`src/rtl/cpu_fetch_pkg.sv`:
```
`timescale 1ns/1ps
`default_nettype none
// ============================================================================
// Module      : cpu_fetch_pkg
// Description : Shared types and constants for the fetch PC unit.
// Revision    : 1.0 - initial release
// ============================================================================
package cpu_fetch_pkg;

  localparam int XLEN = 32;
  localparam logic [XLEN-1:0] PC_STEP = 32'd4;

  // Fetch sequencing states; HALT is only reachable with the misalign trap.
  typedef enum logic [1:0] {
    BOOT = 2'd0,
    RUN  = 2'd1,
    HALT = 2'd2
  } fetch_state_e;

  // One decoded-side buffer entry: the fetched word and the PC it came from.
  typedef struct packed {
    logic [XLEN-1:0] pc;
    logic [XLEN-1:0] instr;
  } fetch_entry_t;

endpackage
`default_nettype wire

```
`src/rtl/fetch_fifo.sv`:
```
`timescale 1ns/1ps
`default_nettype none
// ============================================================================
// Module      : fetch_fifo
// Description : Small synchronous FIFO with single-cycle flush. A pop and a
//               push in the same cycle are allowed when full; a pop on an
//               empty FIFO is ignored. DEPTH must be a power of two (>= 2).
// Revision    : 1.0 - initial release
// ============================================================================
module fetch_fifo #(
  parameter int WIDTH = 32,
  parameter int DEPTH = 2
) (
  input  logic                       clk,
  input  logic                       rst_n,
  input  logic                       flush,
  input  logic                       push,
  input  logic [WIDTH-1:0]           push_data,
  input  logic                       pop,
  output logic [WIDTH-1:0]           pop_data,
  output logic                       empty,
  output logic [$clog2(DEPTH+1)-1:0] count
);

  localparam int PTR_W = $clog2(DEPTH);
  localparam int CNT_W = $clog2(DEPTH+1);

  logic [WIDTH-1:0] r_mem [DEPTH];
  logic [PTR_W-1:0] r_wr_ptr;
  logic [PTR_W-1:0] r_rd_ptr;
  logic [CNT_W-1:0] r_count;
  logic             w_full;
  logic             w_do_push;
  logic             w_do_pop;

  assign w_full    = (r_count == CNT_W'(DEPTH));
  assign w_do_pop  = pop && (r_count != '0);
  // A full FIFO can still take a push when the head leaves in the same cycle.
  assign w_do_push = push && (!w_full || w_do_pop);

  // Storage; cleared on reset so the head reads as zero out of reset.
  always_ff @(posedge clk or negedge rst_n) begin
    if (!rst_n) begin
      for (int i = 0; i < DEPTH; i++) r_mem[i] <= '0;
    end else if (w_do_push && !flush) begin
      r_mem[r_wr_ptr] <= push_data;
    end
  end

  // Pointers and occupancy; flush wins over any push/pop in the same cycle.
  always_ff @(posedge clk or negedge rst_n) begin
    if (!rst_n) begin
      r_wr_ptr <= '0;
      r_rd_ptr <= '0;
      r_count  <= '0;
    end else if (flush) begin
      r_wr_ptr <= '0;
      r_rd_ptr <= '0;
      r_count  <= '0;
    end else begin
      if (w_do_push) r_wr_ptr <= r_wr_ptr + PTR_W'(1);
      if (w_do_pop)  r_rd_ptr <= r_rd_ptr + PTR_W'(1);
      r_count <= r_count + CNT_W'(w_do_push) - CNT_W'(w_do_pop);
    end
  end

  assign pop_data = r_mem[r_rd_ptr];
  assign empty    = (r_count == '0);
  assign count    = r_count;

endmodule
`default_nettype wire

```
`src/rtl/fetch_pc_unit.sv`:
```
`timescale 1ns/1ps
`default_nettype none
// ============================================================================
// Module      : fetch_pc_unit
// Description : Owns the fetch PC, issues in-order instruction-memory reads
//               under a credit limit, tags returned words with their PC and
//               buffers them for decode. Redirects flush the buffer and turn
//               every in-flight read into a discarded response.
//               Optional build macro FETCH_MISALIGN_TRAP_EN: a misaligned
//               redirect sets a sticky error and halts fetch.
// Revision    : 1.0 - initial release
// ============================================================================
module fetch_pc_unit
  import cpu_fetch_pkg::*;
#(
  parameter logic [31:0] RESET_PC   = 32'h0000_0000,
  parameter int          IBUF_DEPTH = 2
) (
  input  logic        clk,
  input  logic        rst_n,
  output logic [31:0] pc_out,
  input  logic        redirect_valid,
  input  logic [31:0] next_pc,
  output logic        imem_req_valid,
  output logic [31:0] imem_req_addr,
  input  logic        imem_req_ready,
  input  logic        imem_rsp_valid,
  input  logic [31:0] imem_rsp_data,
  output logic        instr_valid,
  output logic [31:0] instr_data,
  output logic [31:0] instr_pc,
  input  logic        instr_ready,
  output logic        misalign_err
);

  localparam int CNT_W  = $clog2(IBUF_DEPTH+1);
  // Discard counter is wider than the credit window: repeated redirects
  // against a slow memory can stack several windows of dead responses.
  localparam int KILL_W = 16;

  fetch_state_e     r_state;
  fetch_state_e     w_state_nxt;
  logic [31:0]      r_pc;
  logic [KILL_W-1:0] r_kill_cnt;

  logic [CNT_W-1:0] w_tag_count;
  logic [CNT_W-1:0] w_buf_count;
  logic             w_tag_empty;
  logic             w_buf_empty;
  logic [31:0]      w_tag_head;
  fetch_entry_t     w_rsp_entry;
  fetch_entry_t     w_head;
  logic [CNT_W:0]   w_inflight;
  logic             w_accept;
  logic             w_killed;
  logic             w_live;
  logic             w_misalign;

  // Tag queue occupancy is exactly the number of live outstanding reads.
  assign w_inflight = {1'b0, w_tag_count} + {1'b0, w_buf_count};
  assign w_accept   = imem_req_valid && imem_req_ready;
  assign w_killed   = imem_rsp_valid && (r_kill_cnt != '0);
  assign w_live     = imem_rsp_valid && (r_kill_cnt == '0) && !w_tag_empty;

`ifdef FETCH_MISALIGN_TRAP_EN
  logic r_misalign_err;

  assign w_misalign = redirect_valid && (next_pc[1:0] != 2'b00) && (r_state != HALT);

  // Sticky trap flag, cleared only by reset.
  always_ff @(posedge clk or negedge rst_n) begin
    if (!rst_n)          r_misalign_err <= 1'b0;
    else if (w_misalign) r_misalign_err <= 1'b1;
  end

  assign misalign_err = r_misalign_err;
`else
  assign w_misalign   = 1'b0;
  assign misalign_err = 1'b0;
`endif

  // State register.
  always_ff @(posedge clk or negedge rst_n) begin
    if (!rst_n) r_state <= BOOT;
    else        r_state <= w_state_nxt;
  end

  // Next state and request issue; requests are withheld during a redirect.
  always_comb begin
    w_state_nxt    = r_state;
    imem_req_valid = 1'b0;
    case (r_state)
      BOOT: w_state_nxt = w_misalign ? HALT : RUN;
      RUN: begin
        imem_req_valid = (w_inflight < (CNT_W+1)'(IBUF_DEPTH)) && !redirect_valid;
        if (w_misalign) w_state_nxt = HALT;
      end
      HALT:    w_state_nxt = HALT;
      default: w_state_nxt = BOOT;
    endcase
  end

  // Fetch PC: redirect beats sequential increment; frozen once halted.
  always_ff @(posedge clk or negedge rst_n) begin
    if (!rst_n) begin
      r_pc <= RESET_PC;
    end else if (redirect_valid && (r_state != HALT)) begin
      r_pc <= w_misalign ? next_pc : (next_pc & ~32'h0000_0003);
    end else if (w_accept) begin
      r_pc <= r_pc + PC_STEP;
    end
  end

  // Dead-response counter: on redirect every read still owed to us becomes
  // a discard, on top of any discards already pending.
  always_ff @(posedge clk or negedge rst_n) begin
    if (!rst_n) begin
      r_kill_cnt <= '0;
    end else if (redirect_valid) begin
      r_kill_cnt <= r_kill_cnt - KILL_W'(w_killed) + KILL_W'(w_tag_count)
                  - KILL_W'(w_live) + KILL_W'(w_accept);
    end else if (w_killed) begin
      r_kill_cnt <= r_kill_cnt - KILL_W'(1);
    end
  end

  fetch_fifo #(
    .WIDTH (32),
    .DEPTH (IBUF_DEPTH)
  ) u_tag_q (
    .clk       (clk),
    .rst_n     (rst_n),
    .flush     (redirect_valid),
    .push      (w_accept),
    .push_data (r_pc),
    .pop       (w_live),
    .pop_data  (w_tag_head),
    .empty     (w_tag_empty),
    .count     (w_tag_count)
  );

  assign w_rsp_entry.pc    = w_tag_head;
  assign w_rsp_entry.instr = imem_rsp_data;

  fetch_fifo #(
    .WIDTH ($bits(fetch_entry_t)),
    .DEPTH (IBUF_DEPTH)
  ) u_ibuf (
    .clk       (clk),
    .rst_n     (rst_n),
    .flush     (redirect_valid),
    .push      (w_live),
    .push_data (w_rsp_entry),
    .pop       (instr_ready),
    .pop_data  (w_head),
    .empty     (w_buf_empty),
    .count     (w_buf_count)
  );

  assign pc_out        = r_pc;
  assign imem_req_addr = r_pc;
  assign instr_valid   = !w_buf_empty;
  assign instr_data    = w_head.instr;
  assign instr_pc      = w_head.pc;

endmodule
`default_nettype wire

```
`config.mk`:
```
export PLATFORM = sky130hd
export DESIGN_NAME = fetch_pc_unit
export DESIGN_NICKNAME = d
export VERILOG_FILES = /design/src/rtl/cpu_fetch_pkg.sv /design/src/rtl/fetch_fifo.sv /design/src/rtl/fetch_pc_unit.sv
export SDC_FILE = /design/constraint.sdc
export NUM_CORES = 1
export LEC_CHECK = 0
export CAP_MARGIN = 20
export CORE_ASPECT_RATIO = 0.9
export CORE_UTILIZATION = 57
export CTS_BUF_LIST = sky130_fd_sc_hd__clkbuf_8
export CTS_CLUSTER_SIZE = 20
export DETAILED_ROUTE_END_ITERATION = 16
export PLACE_DENSITY_LB_ADDON = 0.25
export SYNTH_ARGS = -nofsm -noshare
export SYNTH_HDL_FRONTEND = slang
export SYNTH_SLANG_ARGS = --single-unit
```
`constraint.sdc`:
```
create_clock -name clk -period 7.89 [get_ports clk]
set_clock_uncertainty 0.15 [all_clocks]
set_input_delay 1.578 -clock clk [delete_from_list [all_inputs] [get_ports clk]]
set_output_delay 1.578 -clock clk [all_outputs]
set_load 0.01 [all_outputs]
```
==> results by group, run 1 <==
Critical path
  • Crit path to: r_kill_cnt[12]$_DFFE_PN0P_
  • Reg2Reg Launch Point: r_kill_cnt[4]$_DFFE_PN0P_
  • Crit path launch: imem_rsp_valid
  • R2r setup slk: 2.73 ns
  • Crit Path Max Fanout: 9
  • CP Launch Type: primary input
  • Crit end category: register
  • Req. time, crit path: 8.21 ns
  • Worst reg2reg path depth: 15
  • Crit Reg-Reg Endpoint: r_kill_cnt[12]$_DFFE_PN0P_
  • Crit Path Category: in -> reg
  • Worst path arrival time: 5.95 ns

Clock tree
  • Post-CTS setup buffer count: 0
  • CTS Buf Count: 40
  • Clk_lat worst skew: 0.55 ns
  • Max Buffers Root-to-Sink: 3
  • Root buffer cell: clkbuf_8
  • CTS tree: yes
  • Clock-pin slew on the worst setup and hold paths: 0.06 ns
  • Num Clock Sinks: 240
  • Cts repair resizes: 0
  • Hold Buf Count CTS: 0
  • H-tree depth: 2

Yosys
  • Synth Flop Type: dfrtp_1
  • Syn_area_per_cell: 11.4 um^2
  • Synthesized area: 12400 um^2
  • Synth Warn #: 0
  • Post-synth EDFFs: 0
  • Netlist cell types: 65
  • Post-Syn Instances: 1089
  • Post-synthesis async set-or-reset flop share: 100%
  • Seq cells post-synth: 240
  • Seq/Total Area, Yosys: 48.5%

Floorplanning
  • # rows: 50
  • Height of the die: 142 um
  • Die ar.: 22300 um^2
  • Starting Density: 58.9%
  • Die extent in x: 157 um
  • Ports: 201
  • CORE AREA: 21000 um^2

Cells and area
  • Sequential Area: 6010 um^2
  • Layout cell share with drive strength beyond 1: 18.8%
  • Final core utilization: 71.3%
  • Area grow syn2layout: 21.2%
  • Multi-input gate area: 5700 um^2
  • ANT cells: 0
  • Fillers: 1553
  • Fin nets: 1362

Power
  • LEAKAGE: 6.67 nW
  • Worst vdd ir: 226 uV
  • Pwr Density: 264 nW/um^2
  • Design Power: 3.96 mW

Route
  • Drt wl/cell: 16.9 um
  • Vias: 8426
  • Total wire length: 26400 um
  • Initial DRC Count: 396
  • DRT Pass-1 Iters: 7
  • Residual DRC count: 0
  • Vias per std cell: 5.40
  • DRT antenna net count: 0

STA
  • Final Max Slew Viols: 0
  • Hold Slack: 0.313 ns
  • Final-report hold violation count: 0
  • Worst-margin pin slew: 1.06 ns
  • Setup_tns: 0 ns
  • Max Freq: 0.178 GHz
  • Min Tclk post-route: 5.63 ns
  • Setup violators final: 0
  • Rel. slew slack: 29.5%
  • RSZ-0062 raised after global routing: false
  • Period utilization: 71.4%

Run
  • MaxCap Viol Count: 0

Place
  • Placer Congestion: 0.875
  • Post-DP HPWL: 17300 um
  • Port Buf Inserts: 191

Global routing
  • Initial antenna violation count: 0
  • Global route overflow: 0
  • Vias in the first global route: 8648
  • Global-route wire length before repair: 43200 um
  • Largest net degree at the start of global routing: 135
  • GRT Total Usage: 24.3%

Run status
  • Outcome: finished clean

Hold path
  • Hold path start: r_state[1]$_DFFE_PN0P_
  • Hold Path Class: reg -> reg
## where the power goes
part	total [mW]	switching, mW	internal [mW]	leakage (nW)
sequential	1.59	0.146	1.44	3.08
clock	1.06	0.491	0.565	0.447
combinational	1.31	0.692	0.621	3.15
## Yosys cell counts (5+ instances only)
library cell    n  area [um^2]
dfrtp_1       240         6010
mux2_2        155         1750
nand2_1        89          334
o21ai_0        74          370
nor2_1         60          225
a21oi_1        45          225
ha_1           40          500
inv_1          40          150
buf_4          37          278
xnor2_1        36          315
mux2i_1        34          340
mux2_1         31          349
clkbuf_1       29          109
xor2_1         22          193
nand3_1        17         85.1
buf_6          12          135
nor2b_1        12         75.1
and3_1         11         68.8
nor3_1         10         50.1
nand4_1         9         56.3
nand2b_1        6         37.5
buf_1           5         18.8
fa_1            5          100
## registers in the layout, summed over array words and instances, names as in the netlist
| name | flops |
|---|---|
| u_ibuf.r_rd_ptr | 1 |
| r_kill_cnt | 16 |
| u_ibuf.r_mem | 124 |
| u_tag_q.r_rd_ptr | 1 |
| r_state | 2 |
| u_tag_q.r_mem | 60 |
| imem_req_addr | 30 |
| u_tag_q.r_wr_ptr | 1 |
| u_ibuf.r_wr_ptr | 1 |
| u_tag_q.count | 2 |
| u_ibuf.count | 2 |
## worst min path at each step
stage / end / slack (ns) / cells past startpoint
CTS: r_state[0]$_DFFE_PN0P_ / 0.32 / 1
finish: r_state[0]$_DFFE_PN0P_ / 0.31 / 1
detailed placement: u_ibuf.r_mem[44]$_DFFE_PN0P_ / 0.31 / 2
floorplan: r_state[0]$_DFFE_PN0P_ / 0.26 / 1
global route: u_ibuf.r_mem[116]$_DFFE_PN0P_ / 0.34 / 2
global placement: r_state[0]$_DFFE_PN0P_ / 0.30 / 1
## cells in the final DEF, fill, tap and decap left out, drive strengths merged, types with 2 or more instances in the layout
cell type and n:
nand4 10, nand2b 6, nor3b 3, a211o 2
dfrtp 240, mux2i 34, o21ai 77, o21a 2
nor2 60, fa 5, a2111oi 3, a31oi 5
mux2 186, nand3b 3, and4 2, o211a 3
xnor2 36, buf 6, conb 7, ha 40
or4b 2, clkinv 11, clkbuf 49, nand3 19
clkdlybuf4s50 190, nand2 89, nor2b 12, o31a 2
or2 2, a21o 2, xor2 22, inv 50
o211ai 4, nor4b 2, a21oi 45, and2 3
nor4 6, a211oi 3, and3 11, nor3 10
## kinds of logic (layout without fill, tap and decap cells)
logic type	after synthesis	after routing	share of synthesized area, %
simple gates	243	243	9.66
flops	240	240	48.5
mux	220	220	19.7
compound gates	155	155	7.38
buf+inv	127	306	5.73
xor+xnor	58	58	4.11
fa+ha+maj	45	45	4.85
other cells	1	7	0.0303
## through the flow
stage | cells | instance area, um^2 | setup WS (ns)
floorplan | 1095 | 12400 | 2.93
global placement | 1490 | 14200 | 1.86
detailed placement | 1490 | 14200 | 1.80
CTS | 1559 | 15000 | 2.35
global route | 1560 | 15000 | 2.11
finish | 1560 | 15000 | 2.26
## cell type report
type	count	share of cell area, %
clock buffer	49	4.50
clock inverter	20	0.693
inverter	41	1.03
multi-input combinational	728	38.1
sequential	240	40.1
tap	286	2.39
timing repair buffer	196	13.3
## critical path, stage by stage
cell and delay [ns]:
clkdlybuf4s50_1 0.55, o21ai_2 0.23, clkinv_1 0.37, fa_1 0.61, fa_1 0.43, fa_1 0.42, fa_1 0.43, nor2b_1 0.16
o211ai_1 0.16, a31oi_1 0.43, o211ai_1 0.18, a211o_1 0.31, nand3_1 0.08
## metal layers
metal  routed length [um]  GRT usage [%]  vias to the layer above
li1                     -              -                     4062
met3                 1190           4.43                       35
met2                12800           41.1                      177
met5                    0              0                        -
met4                  369           6.29                        0
met1                12000           32.2                     4152
No activity file was read; power rests on OpenSTA's default activity.
==> run 2: changes to the inputs <==
Settings changed: CORE_UTILIZATION 57 to 56.
Clock period 7.89 ns to 5.5 ns, I/O delays scaled along.
==> run 2 against run 1 <==
Critical path depth rose by 1; largest cell class unchanged; largest power group unchanged; sequential share of layout area up 0.052 points; total power up 42%; cell area down 0.15%; first-iteration DRC count is 21% higher.
==> results by group, run 2 (synthesis gave the netlist of run 1 again) <==
Run status
  • Outcome: finished clean

Clock tree
  • Clk_lat worst skew: 0.53 ns
  • CTS tree: yes
  • Max Buffers Root-to-Sink: 3
  • Clock-pin slew on the worst setup and hold paths: 0.06 ns
  • Post-CTS setup buffer count: 0
  • Cts repair resizes: 0
  • Num Clock Sinks: 240
  • CTS Buf Count: 39
  • Hold Buf Count CTS: 0
  • Root buffer cell: clkbuf_8
  • H-tree depth: 2

Place
  • Post-DP HPWL: 17900 um
  • Placed cell areas: 14200 um^2
  • Placer Congestion: 0.870
  • Port Buf Inserts: 191

Cells and area
  • Most frequent cells in the layout: 239 x dfrtp_1, 190 x clkdlybuf4s50_1, 155 x mux2_2, 88 x nand2_1, 74 x o21ai_0
  • Reg with most FFs: u_ibuf.r_mem
  • Layout cell share with drive strength beyond 1: 18.5%
  • Max FFs per register: 124
  • ANT cells: 0
  • Most common cell after layout, fill and taps aside: dfrtp_1
  • Fin nets: 1369
  • Area grow syn2layout: 21.0%
  • Final instance area: 15000 um^2

Floorplanning
  • Die extent in x: 159 um
  • Height of the die: 143 um
  • Starting Density: 57.2%
  • Die ar.: 22700 um^2
  • Ports: 201
  • # rows: 51
  • CORE AREA: 21600 um^2

Critical path
  • Worst reg2reg path depth: 14
  • Worst path most repeated cell: fa_1
  • R2r setup slk: 0.81 ns
  • Reg2Reg Launch Point: r_kill_cnt[4]$_DFFE_PN0P_
  • Req. time, crit path: 5.74 ns
  • CP Launch Type: register
  • Worst path arrival time: 4.93 ns
  • Crit Reg-Reg Endpoint: r_kill_cnt[13]$_DFFE_PN0P_
  • Crit end category: register
  • Crit Path Max Fanout: 6
  • Crit Path Category: reg -> reg
  • CP max stage cell: a2111oi_0
  • Cell Chain, Critical Path: inv_1 -> ha_1 -> nand4_1 -> nor2_1 -> o211a_1 -> fa_1 -> fa_1 -> fa_1 -> nor2b_1 -> o21ai_1 -> a211oi_1 -> o21ai_0 -> a2111oi_0 -> nor3_1
  • Crit-path max cell delay: 0.57 ns

Global routing
  • Global route overflow: 0
  • Initial antenna violation count: 0
  • Global-route wire length before repair: 42700 um
  • Vias in the first global route: 8344
  • Largest net degree at the start of global routing: 111
  • GRT Total Usage: 24.0%

STA
  • Setup violators final: 0
  • Final Max Slew Viols: 0
  • Max Freq: 0.213 GHz
  • Rel. slew slack: 28.4%
  • Worst-margin pin slew: 1.07 ns
  • Period utilization: 85.2%
  • Min Tclk post-route: 4.69 ns
  • Final-report hold violation count: 0
  • RSZ-0062 raised after global routing: false
  • Setup_tns: 0 ns

Route
  • Drt wl/cell: 16.9 um
  • DRT antenna net count: 0
  • DRT Pass-1 Iters: 4
  • Vias: 8552
  • Initial DRC Count: 479
  • Vias per std cell: 5.44
  • Residual DRC count: 0
  • Total wire length: 26500 um

Hold path
  • Hold path cells: 1
  • Hold EP: r_state[0]$_DFFE_PN0P_
  • Hold path start: r_state[1]$_DFFE_PN0P_
  • Hold Path Class: reg -> reg

Power
  • Worst vdd ir: 219 uV
  • LEAKAGE: 6.69 nW
  • Pwr Density: 376 nW/um^2

Run
  • MaxCap Viol Count: 0
==> run 2: cell count changes in the layout (fill, tap and decap cells not counted), sizes merged <==
cell / before / now
buf: 6 / 14
clkbuf: 49 / 46
clkinv: 11 / 4
clkinvlp: 0 / 1
inv: 50 / 58
==> run 2: per-layer routing <==
| metal | vias to the layer above | wire length, um | global-route usage (%) |
|---|---|---|---|
| met5 | - | 0 | 0 |
| met4 | 0 | 521 | 6.93 |
| li1 | 4063 | - | - |
| met3 | 43 | 1540 | 4.52 |
| met1 | 4201 | 12900 | 35.8 |
| met2 | 245 | 11500 | 35.4 |
==> run 2: power by group <==
group | leakage (nW) | total, mW | switching [mW] | internal [mW]
logic | 3.18 | 1.91 | 1.01 | 0.900
clock network | 0.438 | 1.44 | 0.680 | 0.756
registers | 3.08 | 2.29 | 0.221 | 2.07
total | 6.69 | 5.63 | 1.91 | 3.72
==> run 2: area by class of cell <==
| type | instances | area [um^2] |
|---|---|---|
| tap | 291 | 364 |
| sequential | 240 | 6010 |
| clock buffer | 46 | 633 |
| timing repair buffer | 204 | 2010 |
| clock inverter | 22 | 90.1 |
| multi-input combinational | 728 | 5700 |
| inverter | 41 | 154 |
| fill | 1631 | 6670 |
==> run 2: metrics by stage <==
step	util [%]	std cells	hold WS (ns)	setup WS [ns]	total power, mW
floorplan	-	1095	0.261	1.01	3.68
global placement	65.8	1504	0.306	0.485	4.14
detailed placement	65.8	1504	0.308	0.343	4.21
CTS	69.2	1572	0.316	0.791	5.67
global route	69.2	1572	0.339	0.393	6.01
finish	69.2	1572	0.316	0.812	5.63
==> run 2: worst max-delay path: cells and delay by family (launching register included) <==
family / cells / cell delay (ns)
buffers and inverters: 1 / 0.17
flip-flops: 1 / 0.40
adder cells (fa/ha/maj): 4 / 1.56
AO/OA/AOI/OAI: 5 / 1.57
AND/OR/NAND/NOR: 4 / 0.69
==> run 2: how the worst max path moves through the flow <==
stage	to	startpoint	cells past startpoint	slack [ns]
after detailed placement	r_kill_cnt[13]$_DFFE_PN0P_	imem_rsp_valid	11	0.34
final	r_kill_cnt[13]$_DFFE_PN0P_	r_kill_cnt[4]$_DFFE_PN0P_	14	0.81
after global routing	r_kill_cnt[13]$_DFFE_PN0P_	r_kill_cnt[0]$_DFFE_PN0P_	14	0.39
after global placement	r_kill_cnt[12]$_DFFE_PN0P_	imem_rsp_valid	13	0.48
after floorplan	r_kill_cnt[12]$_DFFE_PN0P_	imem_rsp_valid	12	1.01
after CTS	r_kill_cnt[13]$_DFFE_PN0P_	r_kill_cnt[4]$_DFFE_PN0P_	14	0.79
==> run 3: changes to the inputs <==
Settings changed: SETUP_SLACK_MARGIN set to 0.3.
Clock period 5.5 ns to 4.5 ns, I/O delays scaled along.
==> run 3 against run 2 <==
Global-route usage is 1.1 points higher; largest power group unchanged; sequential power is 22% higher; hold slack worse by 0.012 ns; flip-flop and latch count stayed put; non-clock buffer count is 37 higher; die area stayed put; total power is 32% higher; cell area is 3.7% higher; combinational power is 46% higher; cell count is 2.5% higher; setup slack worse by 0.51 ns; count of clock-buffer cells in the layout is 1 higher.
==> results by group, run 3 (synthesis gave the netlist of run 1 again) <==
Run status
  • Outcome: finished clean

Global routing
  • Global route overflow: 0
  • Vias in the first global route: 8694
  • GRT Total Usage: 25.1%
  • Global-route wire length before repair: 44600 um
  • Initial antenna violation count: 2
  • Largest net degree at the start of global routing: 116

Power
  • Pwr Density: 481 nW/um^2
  • Part of the power in the clock network: 25.2%
  • Cell-internal power: 4.94 mW
  • Sw power: 2.52 mW
  • LEAKAGE: 6.92 nW
  • Worst vdd ir: 376 uV
  • Register share of total power: 37.5%
  • Sw Ratio: 33.8%
  • Comb pwr share: 37.3%

Place
  • Port Buf Inserts: 191
  • Post-DP HPWL: 18600 um
  • Placer Congestion: 0.834
  • Placed cell areas: 14400 um^2

Critical path
  • CP max stage cell: fa_1
  • R2r setup slk: 0.30 ns
  • Crit-path max cell delay: 0.50 ns
  • Crit Path Max Fanout: 4
  • CP Launch Type: register
  • Cell Chain, Critical Path: inv_2 -> ha_4 -> nand4_1 -> buf_4 -> o21ai_4 -> clkinv_4 -> fa_1 -> fa_1 -> fa_2 -> fa_2 -> nor2b_2 -> o211ai_1 -> a31oi_2 -> o211ai_1 -> a211o_1 -> nand3_1
  • Crit end category: register
  • Crit Path Category: reg -> reg
  • CP delay by family, top: adder cells
  • Worst path arrival time: 4.53 ns
  • Crit path buf inv count: 3
  • Req. time, crit path: 4.83 ns

Clock tree
  • CTS Buf Count: 40
  • Hold Buf Count CTS: 0
  • Max Buffers Root-to-Sink: 3
  • Num Clock Sinks: 240
  • H-tree depth: 2
  • CTS tree: yes
  • Root buffer cell: clkbuf_8
  • Clock-pin slew on the worst setup and hold paths: 0.07 ns
  • Clk_lat worst skew: 0.54 ns

Floorplanning
  • Starting Density: 57.2%
  • Height of the die: 143 um
  • Die extent in x: 159 um
  • Ports: 201
  • Die ar.: 22700 um^2
  • CORE AREA: 21600 um^2
  • # rows: 51

Cells and area
  • Area grow syn2layout: 25.4%
  • Most frequent cells in the layout: 238 x dfrtp_1, 190 x clkdlybuf4s50_1, 155 x mux2_2, 88 x nand2_1, 70 x o21ai_0
  • Layout cell share with drive strength beyond 1: 23.4%
  • Reg with most FFs: u_ibuf.r_mem
  • Max FFs per register: 124
  • Most common cell after layout, fill and taps aside: dfrtp_1
  • ANT cells: 0
  • Fin nets: 1407
  • Final instance area: 15500 um^2

Route
  • DRT antenna net count: 0
  • Vias per std cell: 5.39
  • Vias: 8692
  • Total wire length: 28200 um
  • Drt wl/cell: 17.5 um
  • Residual DRC count: 0
  • Initial DRC Count: 443
  • DRT Pass-1 Iters: 6

STA
  • Setup violators final: 0
  • Max Freq: 0.238 GHz
  • Period utilization: 93.3%
  • RSZ-0062 raised after global routing: true
  • Min Tclk post-route: 4.20 ns
  • Rel. slew slack: 30.0%
  • Final-report hold violation count: 0
  • Worst-margin pin slew: 1.05 ns
  • Final Max Slew Viols: 0
  • Hold Slack: 0.304 ns

Run
  • MaxCap Viol Count: 0

Hold path
  • Hold Path Class: in -> async
run 3: cell count changes in the layout (fill, tap and decap cells not counted), moves of 3 or more:
cell / change
inv_1: -14
o21ai_1: +3
o21ai_0: -4
ha_4: +8
buf_12: +4
inv_2: +14
ha_1: -8
buf_4: +33
run 3: cell type report:
class / instances / area, um^2
flip-flops and latches: 240 / 6010
clock inverters: 24 / 141
clock buffers: 47 / 647
well taps: 291 / 364
multi-input cells: 728 / 5850
inverters: 41 / 159
fillers: 1553 / 6120
repair buffers: 241 / 2340
run 3: power groups by stage:
stage               Sequential, mW  Combinational [mW]  Clock (mW)
global route                  2.85                3.06        2.02
floorplan                     2.75                1.75           0
global placement              2.80                2.36           0
CTS                           2.79                2.46        1.93
detailed placement            2.82                2.41           0
finish                        2.80                2.78        1.88
run 3: worst paths after layout:
| check | from | to | cells past startpoint |
|---|---|---|---|
| hold reg to reg | u_ibuf.r_mem[112]$_DFFE_PN0P_ | u_ibuf.r_mem[112]$_DFFE_PN0P_ | 2 |
| hold / removal | rst_n | u_ibuf.r_mem[24]$_DFFE_PN0P_ | 1 |
| setup reg to reg | r_kill_cnt[3]$_DFFE_PN0P_ | r_kill_cnt[12]$_DFFE_PN0P_ | 16 |
| setup / recovery | r_kill_cnt[3]$_DFFE_PN0P_ | r_kill_cnt[12]$_DFFE_PN0P_ | 16 |
| min in group clk | u_ibuf.r_mem[112]$_DFFE_PN0P_ | u_ibuf.r_mem[112]$_DFFE_PN0P_ | 2 |
| max in group asynchronous | rst_n | u_ibuf.r_mem[58]$_DFFE_PN0P_ | 2 |
run 3: stage by stage:
stage	setup TNS (ns)	total power, mW	utilization (%)	instances	worst slack, ns
2_1_floorplan	0	4.50	-	1095	0.313
3_3_place_gp	-0.759	5.16	66.8	1522	-0.255
3_5_place_dp	-0.957	5.24	66.8	1522	-0.300
4_1_cts	0	7.18	70.5	1593	0.282
5_1_grt	0	7.93	71.7	1612	0.103
6_report	0	7.46	71.7	1612	0.300
run 3: layer usage:
layer	GRT usage, %	up-vias	part of all wire (%)
met5	0	-	0.028
met4	6.33	2	1.6
met3	5.10	40	5.7
met2	40.3	218	46
met1	34.8	4292	46
li1	-	4140	-
run 3: what timing repair did:
item / CTS / global route
setup endpoints to repair: 4 / 9
gates resized for setup: 11 / 34
pin swaps: 3 / 8
hold endpoints to repair: 0 / 0
setup buffers: 0 / 19
